<file path="src/rtl/interrupt_controller.sv">
// Interrupt sequencer for the 12-bit CPU: edge-latches IRQ lines, arbitrates by lowest index,
// and drives the context save / PC vector / context restore handshake with one nesting level.
module interrupt_controller #(
   parameter int          N_IRQ      = 4,
   parameter logic [11:0] VEC_BASE   = 12'h004,
   parameter int unsigned VEC_STRIDE = 2
) (
   input  logic             clk,
   input  logic             rst,
   input  logic             clk_en,
   input  logic [N_IRQ-1:0] irq_i,
   input  logic             gie_i,
   input  logic             mask_we_i,
   input  logic [N_IRQ-1:0] mask_i,
   input  logic             boundary_i,
   input  logic             reti_i,
   output logic             save_en_o,
   output logic             restore_o,
   output logic             pc_load_o,
   output logic [11:0]      vector_o,
   output logic [2:0]       irq_id_o,
   output logic             in_isr_o,
   output logic [N_IRQ-1:0] pending_o,
   output logic [N_IRQ-1:0] mask_o
);

   typedef enum logic [1:0] {
      ST_IDLE   = 2'd0,
      ST_SAVE   = 2'd1,
      ST_VECTOR = 2'd2,
      ST_ISR    = 2'd3
   } state_t;

   // Lowest set index wins arbitration.
   function automatic logic [2:0] lowest_index(input logic [N_IRQ-1:0] req);
      logic [2:0] idx;
      logic       found;
      idx   = 3'd0;
      found = 1'b0;
      for (int k = 0; k < N_IRQ; k++) begin
         if (req[k] && !found) begin
            idx   = 3'(k);
            found = 1'b1;
         end
      end
      return idx;
   endfunction

   state_t             state_r;
   logic [N_IRQ-1:0]   prev_r;
   logic [N_IRQ-1:0]   pending_r;
   logic [N_IRQ-1:0]   mask_r;
   logic               save_en_r;
   logic               restore_r;
   logic               pc_load_r;
   logic [11:0]        vector_r;
   logic [2:0]         irq_id_r;
   logic               in_isr_r;

   logic [N_IRQ-1:0]   rise_s;
   logic [N_IRQ-1:0]   eligible_s;
   logic [N_IRQ-1:0]   clr_s;
   logic [2:0]         winner_s;
   logic [11:0]        vec_s;

   assign rise_s     = irq_i & ~prev_r;
   assign eligible_s = pending_r & mask_r;
   assign winner_s   = lowest_index(eligible_s);
   assign vec_s      = VEC_BASE + (12'(irq_id_r) * 12'(VEC_STRIDE));

   // Clear the serviced source as the FSM leaves SAVE (pending bit drops with pc_load_o).
   always_comb begin
      for (int k = 0; k < N_IRQ; k++) begin
         if (clk_en && (state_r == ST_SAVE) && (irq_id_r == 3'(k))) begin
            clr_s[k] = 1'b1;
         end else begin
            clr_s[k] = 1'b0;
         end
      end
   end

   // Edge history, pending and mask run every clk so edges and mask writes survive clk_en=0.
   always_ff @(posedge clk or negedge rst) begin
      if (!rst) begin
         prev_r    <= {N_IRQ{1'b0}};
         pending_r <= {N_IRQ{1'b0}};
         mask_r    <= {N_IRQ{1'b0}};
      end else begin
         prev_r    <= irq_i;
         pending_r <= (pending_r & ~clr_s) | rise_s;
         if (mask_we_i) begin
            mask_r <= mask_i;
         end
      end
   end

   // Sequencing FSM with registered Moore outputs; the winner is committed on IDLE exit.
   always_ff @(posedge clk or negedge rst) begin
      if (!rst) begin
         state_r   <= ST_IDLE;
         save_en_r <= 1'b0;
         restore_r <= 1'b0;
         pc_load_r <= 1'b0;
         vector_r  <= 12'h000;
         irq_id_r  <= 3'd0;
         in_isr_r  <= 1'b0;
      end else if (clk_en) begin
         save_en_r <= 1'b0;
         restore_r <= 1'b0;
         pc_load_r <= 1'b0;
         case (state_r)
            ST_IDLE: begin
               if (boundary_i && gie_i && (|eligible_s)) begin
                  state_r   <= ST_SAVE;
                  save_en_r <= 1'b1;
                  irq_id_r  <= winner_s;
               end
            end
            ST_SAVE: begin
               state_r   <= ST_VECTOR;
               pc_load_r <= 1'b1;
               vector_r  <= vec_s;
            end
            ST_VECTOR: begin
               state_r  <= ST_ISR;
               in_isr_r <= 1'b1;
            end
            ST_ISR: begin
               if (reti_i) begin
                  state_r   <= ST_IDLE;
                  in_isr_r  <= 1'b0;
                  restore_r <= 1'b1;
               end
            end
            default: begin
               state_r  <= ST_IDLE;
               in_isr_r <= 1'b0;
            end
         endcase
      end
   end

   assign save_en_o = save_en_r;
   assign restore_o = restore_r;
   assign pc_load_o = pc_load_r;
   assign vector_o  = vector_r;
   assign irq_id_o  = irq_id_r;
   assign in_isr_o  = in_isr_r;
   assign pending_o = pending_r;
   assign mask_o    = mask_r;

endmodule
</file>
<file path="config.mk">
export PLATFORM = sky130hd
export DESIGN_NAME = interrupt_controller
export DESIGN_NICKNAME = d
export VERILOG_FILES = /design/src/rtl/interrupt_controller.sv
export SDC_FILE = /design/constraint.sdc
export NUM_CORES = 1
export LEC_CHECK = 0
export ABC_AREA = 1
export CORE_AREA = 2 2 69 45
export DETAILED_ROUTE_END_ITERATION = 10
export DIE_AREA = 0 0 71 47
export PLACE_DENSITY = 0.75
export SLEW_MARGIN = 5
export SYNTH_ARGS = -nofsm -noshare
export SYNTH_HDL_FRONTEND = slang
export SYNTH_SLANG_ARGS = --single-unit
</file>
<file path="constraint.sdc">
create_clock -name clk -period 1.48 [get_ports clk]
set_input_delay 0.148 -clock clk [delete_from_list [all_inputs] [get_ports clk]]
set_output_delay 0.148 -clock clk [all_outputs]
set_load 0.005 [all_outputs]
</file>
=== Yosys cells after proc, flatten, opt, wreduce, memory -nomap -nowiden ===
Index checks and enable logic that the tools add are counted.

* $add $sub $neg: 1
* Equality and inequality tests: 8
* Muxes and demuxes: 20
* Bitwise logic cells: 6
* Reductions and logical operators: 21

{| class="wikitable"
|+ Operators by type and width
! cell !! number
|-
| 2-to-1 mux 1 bit || 14
|-
| AND 4 bit || 3
|-
| logical AND 1 bit || 10
|-
| AND reduction 3 bit || 3
|-
| NOT 4 bit || 2
|-
| one-hot mux 2 bit (4 select lines) || 1
|-
| == test 3 x 2 -> 1 bit, second input constant || 2
|-
| 2-to-1 mux 2 bit || 3
|-
| adder 3 x 4 -> 5 bit, first input constant || 1
|-
| == test 2 bit, second input constant || 2
|-
| != test 2 bit, second input constant || 2
|-
| bitwise OR 4 bit || 1
|-
| OR reduction 4 bit || 1
|-
| == test 3 x 1 -> 1 bit, second input constant || 1
|-
| zero test 1 bit || 3
|-
| zero test 3 bit || 1
|-
| 2-to-1 mux 3 bit || 1
|-
| == test 2 x 1 -> 1 bit, second input constant || 1
|-
| zero test 2 bit || 1
|-
| one-hot mux 1 bit (2 select lines) || 1
|-
| AND reduction 2 bit || 1
|-
| nonzero test 2 bit || 1
|}

* Flip-flop bits (word level): 33
* Input port bits: 15
* Word-level logic and storage cells: 66

=== Longest topological paths before layout ===
* Depth after elaboration: 11
* Mapped depth: 7
* Mapped depth without buffers: 7

=== Worst setup path before layout ===
Ideal clock, no wire load.

* Path kind: reg2reg
* From: reg state_r[0]
* To: reg state_r[0]
* Setup time: 0.117 ns
* Data arrival time: 1.039 ns
* Data required time: 1.363 ns
* Slack: 0.325 ns
* Stages on the path, launching flop included: 6
* Buffers on the path: 0
* Period minus slack after synthesis: 1.155 ns
* Path through: dfrtp_1 inv_1 ha_1 or2_2 nand3_1 nand2_1

* Word-level cells in the longest chain between the ends: 3
* Elaborated cells on any way between the ends: 8
* Those cells by class: 5 x eq/ne; 1 x mux; 2 x reduce/logical

{| class="wikitable"
|+ RTL lines
! what !! RTL line !! source
|-
| start, declared || 49 || <nowiki>state_t state_r;</nowiki>
|-
| start signal, assigned || 100 || <nowiki>state_r <= ST_IDLE;</nowiki>
|-
| start signal, assigned || 114 || <nowiki>state_r <= ST_SAVE;</nowiki>
|-
| start signal, assigned || 120 || <nowiki>state_r <= ST_VECTOR;</nowiki>
|-
| == test 2 bit or zero test 2 bit (tied branches) || 111 || <nowiki>case (state_r)</nowiki>
|-
| != test 2 bit (no source line) || - ||
|-
| AND reduction 3 bit (no source line) || - ||
|}

Several ways; a longest one is shown, not always the timed one.
A chain may end at the register's enable or synchronous reset.

=== Final worst setup path ===
* From: reg irq_id_r[1] (netlist: irq_id_o[1])
* To: out irq_id_o[1]

{| class="wikitable"
|+ RTL lines
! what !! RTL line !! source
|-
| start, declared || 57 || <nowiki>logic [2:0] irq_id_r;</nowiki>
|-
| start signal, assigned || 116 || <nowiki>irq_id_r <= winner_s;</nowiki>
|-
| end, declared || 21 || <nowiki>output logic [2:0] irq_id_o,</nowiki>
|}

No word-level cell between the ends.

==> impl_results.md <==
* Status: finished, final reports clean
* Final Setup Violations at 0
* Worst reg2reg path startpoint: state_r[1]$_DFFE_PN0P_
* GRT overflow at 0
* Pwr dens at roughly 1500 nW/um^2
* Clock Latency Late Sink at 0.26 ns
* Drt pass-1 iters at 4
* First-pass GRT wire length at 3470 um
* Post-Syn Instances at 114
* Detailed Route Iter0 Violations at 63
* Top cell type's share of synthesized area at 52.5%
* Final Critical Period at 1.38 ns
* Vias at 832
* Count leader, synth: nand2_1
* Tot Pwr at 2190 uW
* TritonCTS clock tree: yes
* All-Layer GR Usage at 14.3%
* Min-delay worst type: in2async
* WS Path Type: reg2out
* Crit path capture type: output pin
* Num CTS Buffers at 3
* CP Buf/Inv Count at 1
* H-tree depth at 1
* DRT antenna net count at 0
* Num rows at 15
* Drt drc at 0
* Delay-heaviest family, CP: buffers and inverters
* Largest incremental delay on the critical path at 0.53 ns
* Cell with the largest stage delay on the worst path: clkdlybuf4s50_1
* Core area at 2720 sq um
* Number of inserted diodes at 0
* Fmax at 727 MHz
* Top FF cell, synth: dfrtp_1
* Seq/Total Area, Yosys at between 50% and 60%
* Initial core utilization at 40.3%
* Synth Register Bits at 23
* Vias/cell at 4.60
* Pin count of the biggest net entering global routing at 24
* Final Hold Fails at 0
* Post-synth ARST share at 100%
* Clock-pin slew on the worst setup and hold paths at 0.08 ns
* IO Pins at 42
* Initial antenna violation count at 0
* YS warnings at 0
* Max VDD drop at 0.000700 V
* Crit-path cells: clkdlybuf4s50_1
* Top cell type by total area after synthesis: dfrtp_1
* CP required at 1.33 ns
* Die Footprint at 3340 sq um
* Routed wire length at approximately 2200 um
* Cell Area, Synth at between 1000 and 1500 sq um
* Die Width at 71 um
* Syn avg cell area at 9.63 sq um
* Num Clock Sinks at 23
* Final setup TNS at 0 ns
* Layout cells sized above 1 at 14.3%
* Fin Clk Skew at 0.00317 ns
* Dpl hpwl at about 1700 um
* Port bufs at 31
* Final nets at 168
* Unique masters post-synth at 18
* RSZ-0062 raised after global routing: false
* Number of flops mapped to enable cells by yosys at 0
* Clock buffer depth at 2
* Period Utilization, post-route at ~93%
* Nature of the critical path startpoint: flop
* CP arrival at 1.23 ns
* Synth top cells by count: 30 x nand2_1, 23 x dfrtp_1, 12 x buf_4
* Die height at 47 um
* Synth-to-layout area growth at 31.9%
* Crit. Startpoint: irq_id_o[1]$_DFFE_PN0P_
* Routed len/inst at between 10 and 15 um
* Clock Root Buffer: clkbuf_8
* Fillcell total at 246
* Crit path max fanout at 4
* Max-cap viol count at 0
* Largest cells by area after synthesis: dfrtp_1 52%, nand2_1 10%, buf_4 8.2%
* Max Slew Vio Count at 0
* Vias in the first global route at between 700 and 800
* Final Wtd Congestion at between 0.7 and 0.8
* P_leak at 0.000717 uW
where the power goes:
| group | total (uW) | switching (uW) | internal, uW |
|---|---|---|---|
| sequential | 975 | 166 | 809 |
| clock | 382 | 190 | 192 |
| combinational | 835 | 373 | 461 |
| total | 2190 | 729 | 1460 |
kinds of logic (layout without fill, tap and decap cells):
| kind of cell | Yosys count | count (layout) | synth area share (%) |
|---|---|---|---|
| AND/OR/NAND/NOR | 43 | 43 | 17.0 |
| buffers and inverters | 25 | 49 | 12.7 |
| other | 1 | 10 | 0.342 |
| multiplexers | 4 | 4 | 4.10 |
| AO/OA/AOI/OAI | 13 | 13 | 7.75 |
| adder cells (fa/ha/maj) | 5 | 5 | 5.70 |
| flip-flops | 23 | 23 | 52.5 |
cell type report:
cell class	count	area (sq um)	area share [%]
flip-flops and latches	23	577	39.8
multi-input cells	75	417	28.8
repair buffers	32	318	22.0
inverters	13	48.8	3.37
clock buffers	4	45.0	3.11
well taps	34	42.5	2.94
final timing paths:
path / end / slack [ns] / cells after the start
min in group clk: prev_r[1]$_DFF_PN0_ / 0.35 / 1
max in group asynchronous: irq_id_o[0]$_DFFE_PN0P_ / 1.01 / 2
worst min-delay path: vector_o[2]$_DFFE_PN0P_ / 0.23 / 2
worst max register to register: pending_o[0]$_DFF_PN0_ / 0.19 / 7
worst min register to register: pending_o[1]$_DFF_PN0_ / 0.41 / 1
worst max-delay path: irq_id_o[1] / 0.10 / 1
placed cells by master (no fill, tap or decap), types with 2 or more instances in the layout:
master	n
clkbuf_8	3
clkdlybuf4s50_1	31
conb_1	10
dfrtp_1	22
ha_1	5
inv_1	11
inv_2	2
mux2_2	4
nand2_1	30
nand2_2	6
nand3_1	4
o21ai_0	3
o21ai_1	7
registers in the layout, indices dropped and copies added (netlist names):
signal     flops
in_isr_o       1
restore_o      1
save_en_o      1
prev_r         4
pending_o      4
state_r        2
mask_o         4
irq_id_o       2
vector_o       3
pc_load_o      1
per-stage QoR:
| stage | setup WS (ns) | hold slack, ns | std cells | instance area (sq um) | utilization (%) |
|---|---|---|---|---|---|
| 3_3_place_gp | 0.219 | 0.396 | 177 | 1400 | 51.5 |
| 3_5_place_dp | 0.179 | 0.401 | 177 | 1400 | 51.5 |
| 6_report | 0.104 | 0.228 | 181 | 1450 | 53.2 |
| 2_1_floorplan | 0.325 | -0.148 | 123 | 1130 | - |
| 5_1_grt | 0.0155 | 0.272 | 181 | 1450 | 53.2 |
| 4_1_cts | 0.0853 | 0.237 | 181 | 1450 | 53.1 |
repair_timing:
item,CTS,global route
setup buffers,0,0
setup endpoints to repair,0,2
hold endpoints to repair,0,0
gates resized for setup,0,2
hold buffers,0,0
metal layers:
layer / routed length, um / vias to the layer above / GRT usage, %
li1: - / 399 / -
met1: 971 / 393 / 18.9
met2: 1010 / 35 / 21.5
met3: 168 / 5 / 5.58
met4: 22 / 0 / 5.66
met5: 0 / - / 0
(Power assumes the default switching activity.)
